### src/rtl/linear_dot_product.sv
// linear_dot_product
//   Consumer stage that sits directly after the weight memory fetcher. One
//   pass rewinds the fetcher, streams all M weight lines, multiplies each
//   line against a latched input vector, adds the line bias and emits one
//   saturated neuron result per line through a 2-stage pipeline.
//
// Ports
//   clk        clock
//   clr_n      asynchronous active-low reset
//   start      begin a pass (sampled only while idle)
//   x_in       N signed inputs, PRECISION bits each, element i at [i*PRECISION +: PRECISION]
//   w_in       N signed weights from the fetcher, same packing as x_in
//   bias_in    signed line bias from the fetcher
//   fetch_clr  rewinds the fetcher line counter
//   fetch_ce   fetcher clock enable
//   y_out      signed saturated neuron result
//   y_valid    1-cycle qualifier for y_out / y_idx
//   y_idx      line index of y_out
//   busy       high whenever a pass is in progress
//   done       1-cycle pulse one cycle after the last y_valid
module linear_dot_product #(
  parameter int N              = 5,
  parameter int M              = 5,
  parameter int PRECISION      = 5,
  parameter int BIAS_PRECISION = 32,
  parameter int ACC_WIDTH      = 32,
  parameter int FETCH_LAT      = 2,
  localparam int IDX_W         = (M > 1) ? $clog2(M) : 1
) (
  input  logic                              clk,
  input  logic                              clr_n,
  input  logic                              start,
  input  logic [N*PRECISION-1:0]            x_in,
  input  logic [N*PRECISION-1:0]            w_in,
  input  logic signed [BIAS_PRECISION-1:0]  bias_in,
  output logic                              fetch_clr,
  output logic                              fetch_ce,
  output logic signed [ACC_WIDTH-1:0]       y_out,
  output logic                              y_valid,
  output logic [IDX_W-1:0]                  y_idx,
  output logic                              busy,
  output logic                              done
);

  localparam int PW   = 2 * PRECISION;
  localparam int NSUM = PW + $clog2(N);
  localparam int SW   = ((NSUM > BIAS_PRECISION) ? NSUM : BIAS_PRECISION) + 1;
  localparam int EW   = (SW > ACC_WIDTH) ? SW : ACC_WIDTH;
  localparam int CW   = $clog2(M + FETCH_LAT + 1);

  localparam logic [CW-1:0] FL_C   = CW'(FETCH_LAT);
  localparam logic [CW-1:0] LAST_C = CW'(M + FETCH_LAT - 1);
  localparam logic [CW-1:0] ONE_C  = CW'(1);

  // Saturation bounds, sign-extended to the comparison width
  localparam logic signed [EW-1:0] SAT_MAX = EW'($signed({1'b0, {(ACC_WIDTH-1){1'b1}}}));
  localparam logic signed [EW-1:0] SAT_MIN = EW'($signed({1'b1, {(ACC_WIDTH-1){1'b0}}}));

  typedef enum logic [2:0] {IDLE, REWIND, FETCH, DRAIN, DONE} state_t;

  state_t                           state;
  logic [CW-1:0]                    cnt;
  logic signed [PRECISION-1:0]      x_lat   [N];
  logic signed [PW-1:0]             prod    [N];
  logic signed [PW-1:0]             s1_prod [N];
  logic signed [BIAS_PRECISION-1:0] s1_bias;
  logic [IDX_W-1:0]                 s1_idx;
  logic                             s1_valid;
  logic signed [SW-1:0]             sum;
  logic signed [EW-1:0]             sum_ext;
  logic signed [ACC_WIDTH-1:0]      sat;

  // Operands are sign-extended to the full product width first so the
  // multiply is exact.
  always_comb begin
    for (int unsigned i = 0; i < N; i++) begin
      prod[i] = PW'(x_lat[i]) * PW'($signed(w_in[i*PRECISION +: PRECISION]));
    end
  end

  always_comb begin
    sum = SW'(s1_bias);
    for (int unsigned i = 0; i < N; i++) begin
      sum = sum + SW'(s1_prod[i]);
    end
    sum_ext = EW'(sum);
    if (sum_ext > SAT_MAX) begin
      sat = ACC_WIDTH'(SAT_MAX);
    end else if (sum_ext < SAT_MIN) begin
      sat = ACC_WIDTH'(SAT_MIN);
    end else begin
      sat = ACC_WIDTH'(sum_ext);
    end
  end

  // Control outputs are registered against the state being entered, so they
  // are valid for exactly the cycles spent in that state.
  always_ff @(posedge clk or negedge clr_n) begin
    if (!clr_n) begin
      state     <= IDLE;
      cnt       <= '0;
      fetch_clr <= 1'b0;
      fetch_ce  <= 1'b0;
      busy      <= 1'b0;
      done      <= 1'b0;
      s1_valid  <= 1'b0;
      s1_bias   <= '0;
      s1_idx    <= '0;
      y_out     <= '0;
      y_idx     <= '0;
      y_valid   <= 1'b0;
      for (int unsigned i = 0; i < N; i++) begin
        x_lat[i]   <= '0;
        s1_prod[i] <= '0;
      end
    end else begin
      s1_valid <= 1'b0;
      y_valid  <= 1'b0;
      done     <= 1'b0;

      case (state)
        IDLE: begin
          if (start) begin
            for (int unsigned i = 0; i < N; i++) begin
              x_lat[i] <= $signed(x_in[i*PRECISION +: PRECISION]);
            end
            fetch_clr <= 1'b1;
            busy      <= 1'b1;
            state     <= REWIND;
          end
        end
        REWIND: begin
          fetch_clr <= 1'b0;
          fetch_ce  <= 1'b1;
          cnt       <= '0;
          state     <= FETCH;
        end
        FETCH: begin
          // The first FETCH_LAT cycles only prime the fetcher pipeline.
          if (cnt >= FL_C) begin
            s1_valid <= 1'b1;
            s1_prod  <= prod;
            s1_bias  <= bias_in;
            s1_idx   <= IDX_W'(cnt - FL_C);
          end
          if (cnt == LAST_C) begin
            fetch_ce <= 1'b0;
            cnt      <= '0;
            state    <= DRAIN;
          end else begin
            cnt <= cnt + ONE_C;
          end
        end
        DRAIN: begin
          if (cnt == ONE_C) begin
            done  <= 1'b1;
            state <= DONE;
          end else begin
            cnt <= cnt + ONE_C;
          end
        end
        DONE: begin
          busy  <= 1'b0;
          state <= IDLE;
        end
        default: state <= IDLE;
      endcase

      if (s1_valid) begin
        y_out   <= sat;
        y_idx   <= s1_idx;
        y_valid <= 1'b1;
      end
    end
  end

endmodule

### config.mk
export PLATFORM = sky130hd
export DESIGN_NAME = linear_dot_product
export DESIGN_NICKNAME = d
export VERILOG_FILES = /design/src/rtl/linear_dot_product.sv
export SDC_FILE = /design/constraint.sdc
export NUM_CORES = 1
export LEC_CHECK = 0
export BUFFER_PORTS_ARGS = -buffer_cell sky130_fd_sc_hd__buf_2
export CAP_MARGIN = 20
export CORE_UTILIZATION = 60
export CTS_CLUSTER_DIAMETER = 120
export CTS_CLUSTER_SIZE = 12
export DETAILED_ROUTE_END_ITERATION = 8
export PLACE_DENSITY = 0.84
export SETUP_SLACK_MARGIN = 0.15
export SYNTH_ARGS = -nofsm -noshare
export SYNTH_HDL_FRONTEND = slang
export SYNTH_SLANG_ARGS = --single-unit
### constraint.sdc
create_clock -name clk -period 13.1 [get_ports clk]
set_input_delay 1.31 -clock clk [delete_from_list [all_inputs] [get_ports clk]]
set_output_delay 1.31 -clock clk [all_outputs]
set_load 0.02 [all_outputs]
==> run metrics <==
status finished, final reports clean; fin util 67.5%; Fmax 175 MHz; final setup violation count 0; most common cell in the synthesized netlist inv_1; CP Capture Type register; GRT Util Overall 27.9%; Max Root-Sink Buffers 2; Min-Delay Endpoint s1_prod[19]; Hold Fails Final Rpt 0; clk sinks 157; DR vias/cell 5.49; drt wl/cell 16.5 um; Slew Viols, Final 0; initial antenna violation count 1; crit start category register; data required time at the worst endpoint 13.40 ns; maxcap violations 0; crit path max fanout 33; worst reg2reg startpoint s1_prod[9]; hpwl dp 25.9 mm; CTS tree done; Worst-path clk slew 0.07 ns; fraction of the mapped netlist area in simple logic gates 11.1%; post-synthesis mux area share 2.41%; Min-Delay Path Depth 2; setup_tns 0 ns; CTS Hold Bufs 0; DP Worst Slack 7.16 ns; Crit Path Class reg -> reg; Worst R2R Setup Slack 7.39 ns; total CTS buffers 17; worst min path class reg -> reg; largest net degree at the start of global routing 85; Synth Area in XOR/XNOR 5.76%; Compound-Gate Fraction of Synth Area 12.4%; H-tree depth 4; Core Rows 57; min Tclk post-route 5.71 ns; clock root buffer clkbuf_16; largest family of logic cells by synthesized area adder cells; Crit path arrival time 6.01 ns; first-pass GRT wire length 56.5 mm; Gate Count Post-Synth 1596; # DRC 0; final period utilization 43.6%; Post-synth EDFFs 0; die area 25400 um2; FF-to-FF End y_out[6]; Boundary Pins 125; worst skew pair latency 0.44 ns; Post-Synth Adder-Cell Area 32.3%; # fillers 1850; die width 159 um; unrepaired setup endpoints after global routing false; fraction of post-synthesis cell area in the top cell type by area 26.4%; Worst-Margin Slew 0.753 ns; Post-DRT Antenna Nets 0; Layout area overhead 10.3%; cts repair resizes 0; Final Wtd Congestion 0.921; port bufs 124; total wire length 33.6 mm; syn_area_per_cell 9.32 um2; synthesized flop and latch total 157; Hold Slack 0.488 ns; Final nets 2065; largest cells by area after synthesis dfrtp_1 (26%), fa_1 (23%), ha_1 (9.4%), inv_1 (8.1%), nand2_1 (4.9%); total gr overflow 0; vias in the first global route 11700; fraction of registers with async set/reset 100%; Die Ht 159 um; Top FF cell, synth dfrtp_1; DRT Pass-1 Iters 5; post-synthesis cell area 14900 um2; Yosys top cell by area dfrtp_1; post-CTS setup buffers 0; post-synth cell types 64; n_diodes 0; Commonest cells post-synth inv_1 (321), nand2_1 (193), fa_1 (169); layout cells sized above 1 12.6%; Iter 0 DRT Violations 754; vias after detailed routing 11200; final setup margin 7.39 ns; reg2reg path depth 18; Worst Hold Launch s1_prod[19]; Seq/Total Area, Yosys 26.4%; Synth Warn # 0; starting density of the core 61.1%; clock skew 0.0148 ns; syn nets 1962; Worst slew margin 49.8%; core area 24300 um2
[cell type report]
class,instances,area [um2],area share (%)
clock inverter,13,168,1.02
inverter,322,1210,7.37
timing repair buffer,136,741,4.51
multi-input combinational,1065,9530,58.1
clock buffer,18,429,2.62
sequential,157,3930,23.9
tap,324,405,2.47
[per-stage QoR]
stage | instance area [um2] | cells
detailed placement | 15800 | 2002
global placement | 15800 | 2002
CTS | 16400 | 2033
global route | 16400 | 2035
floorplan | 14900 | 1596
finish | 16400 | 2035
[critical path: stages, from the launching register on]
cell and delay [ns]:
dfrtp_1 0.35, inv_1 0.06, fa_1 0.76, inv_1 0.08, ha_1 0.74, a21oi_1 0.19, fa_1 0.55, inv_1 0.04
ha_1 0.39, a21oi_1 0.20, o21ai_0 0.16, a21oi_1 0.41, o221a_2 0.27, o21ai_2 0.06, xnor2_2 0.13, buf_4 0.24
o21ai_2 0.56, buf_6 0.25, o22ai_1 0.11
[cell usage in the layout (no fill, tap or decap), types with 14 or more instances in the layout]
master	netlist	final
xor2_1	14	14
a21oi_1	85	85
o22ai_1	31	31
and2_1	50	50
a21o_1	36	36
buf_2	16	123
clkbuf_16	0	17
o21ai_0	94	94
ha_1	112	112
nand2_1	193	193
mux2_2	30	30
inv_1	321	321
fa_1	169	169
dfrtp_1	157	157
nor2_1	25	24
nand3_1	14	14
nand2b_1	27	27
xnor2_1	80	79
[routing by layer]
metal | track usage (%) | up-vias | wire length, um | share of wire [%]
met5 | 0 | - | 0 | 0
met4 | 9.70 | 0 | 1000 | 3.0
met3 | 4.01 | 79 | 1110 | 3.3
met2 | 49.9 | 290 | 17400 | 52
met1 | 34.6 | 5548 | 14000 | 42
li1 | - | 5262 | - | -
[worst max-delay path by stage]
| stage | startpoint | to | slack [ns] |
|---|---|---|---|
| CTS | s1_prod[9] | y_out[6] | 7.11 |
| global placement | s1_prod[9] | y_out[27] | 7.36 |
| floorplan | s1_prod[39] | y_out[30] | 8.26 |
| global route | s1_prod[9] | y_out[6] | 6.93 |
| finish | s1_prod[9] | y_out[6] | 7.39 |
| detailed placement | s1_prod[9] | y_out[15] | 7.16 |
[flip-flops by register name, summed over array words and instances (netlist names), 3 cells and up]
| name | count |
|---|---|
| y_idx | 3 |
| y_out | 32 |
| state | 3 |
| cnt | 3 |
| x_lat | 25 |
| s1_bias | 32 |
| s1_prod | 50 |
| s1_idx | 3 |
[kinds of logic after synthesis]
| logic type | count (synthesis) |
|---|---|
| muxes | 32 |
| AOI/OAI and AO/OA | 304 |
| DFF | 157 |
| adders and majority gates | 282 |
| and+or+nand+nor | 351 |
| buffers and inverters | 374 |
| xor gates and xnor gates | 96 |
Power is left out: the tool's default activity adds up to more than one toggle a clock period on the data nets, which glitch-free logic cannot reach.
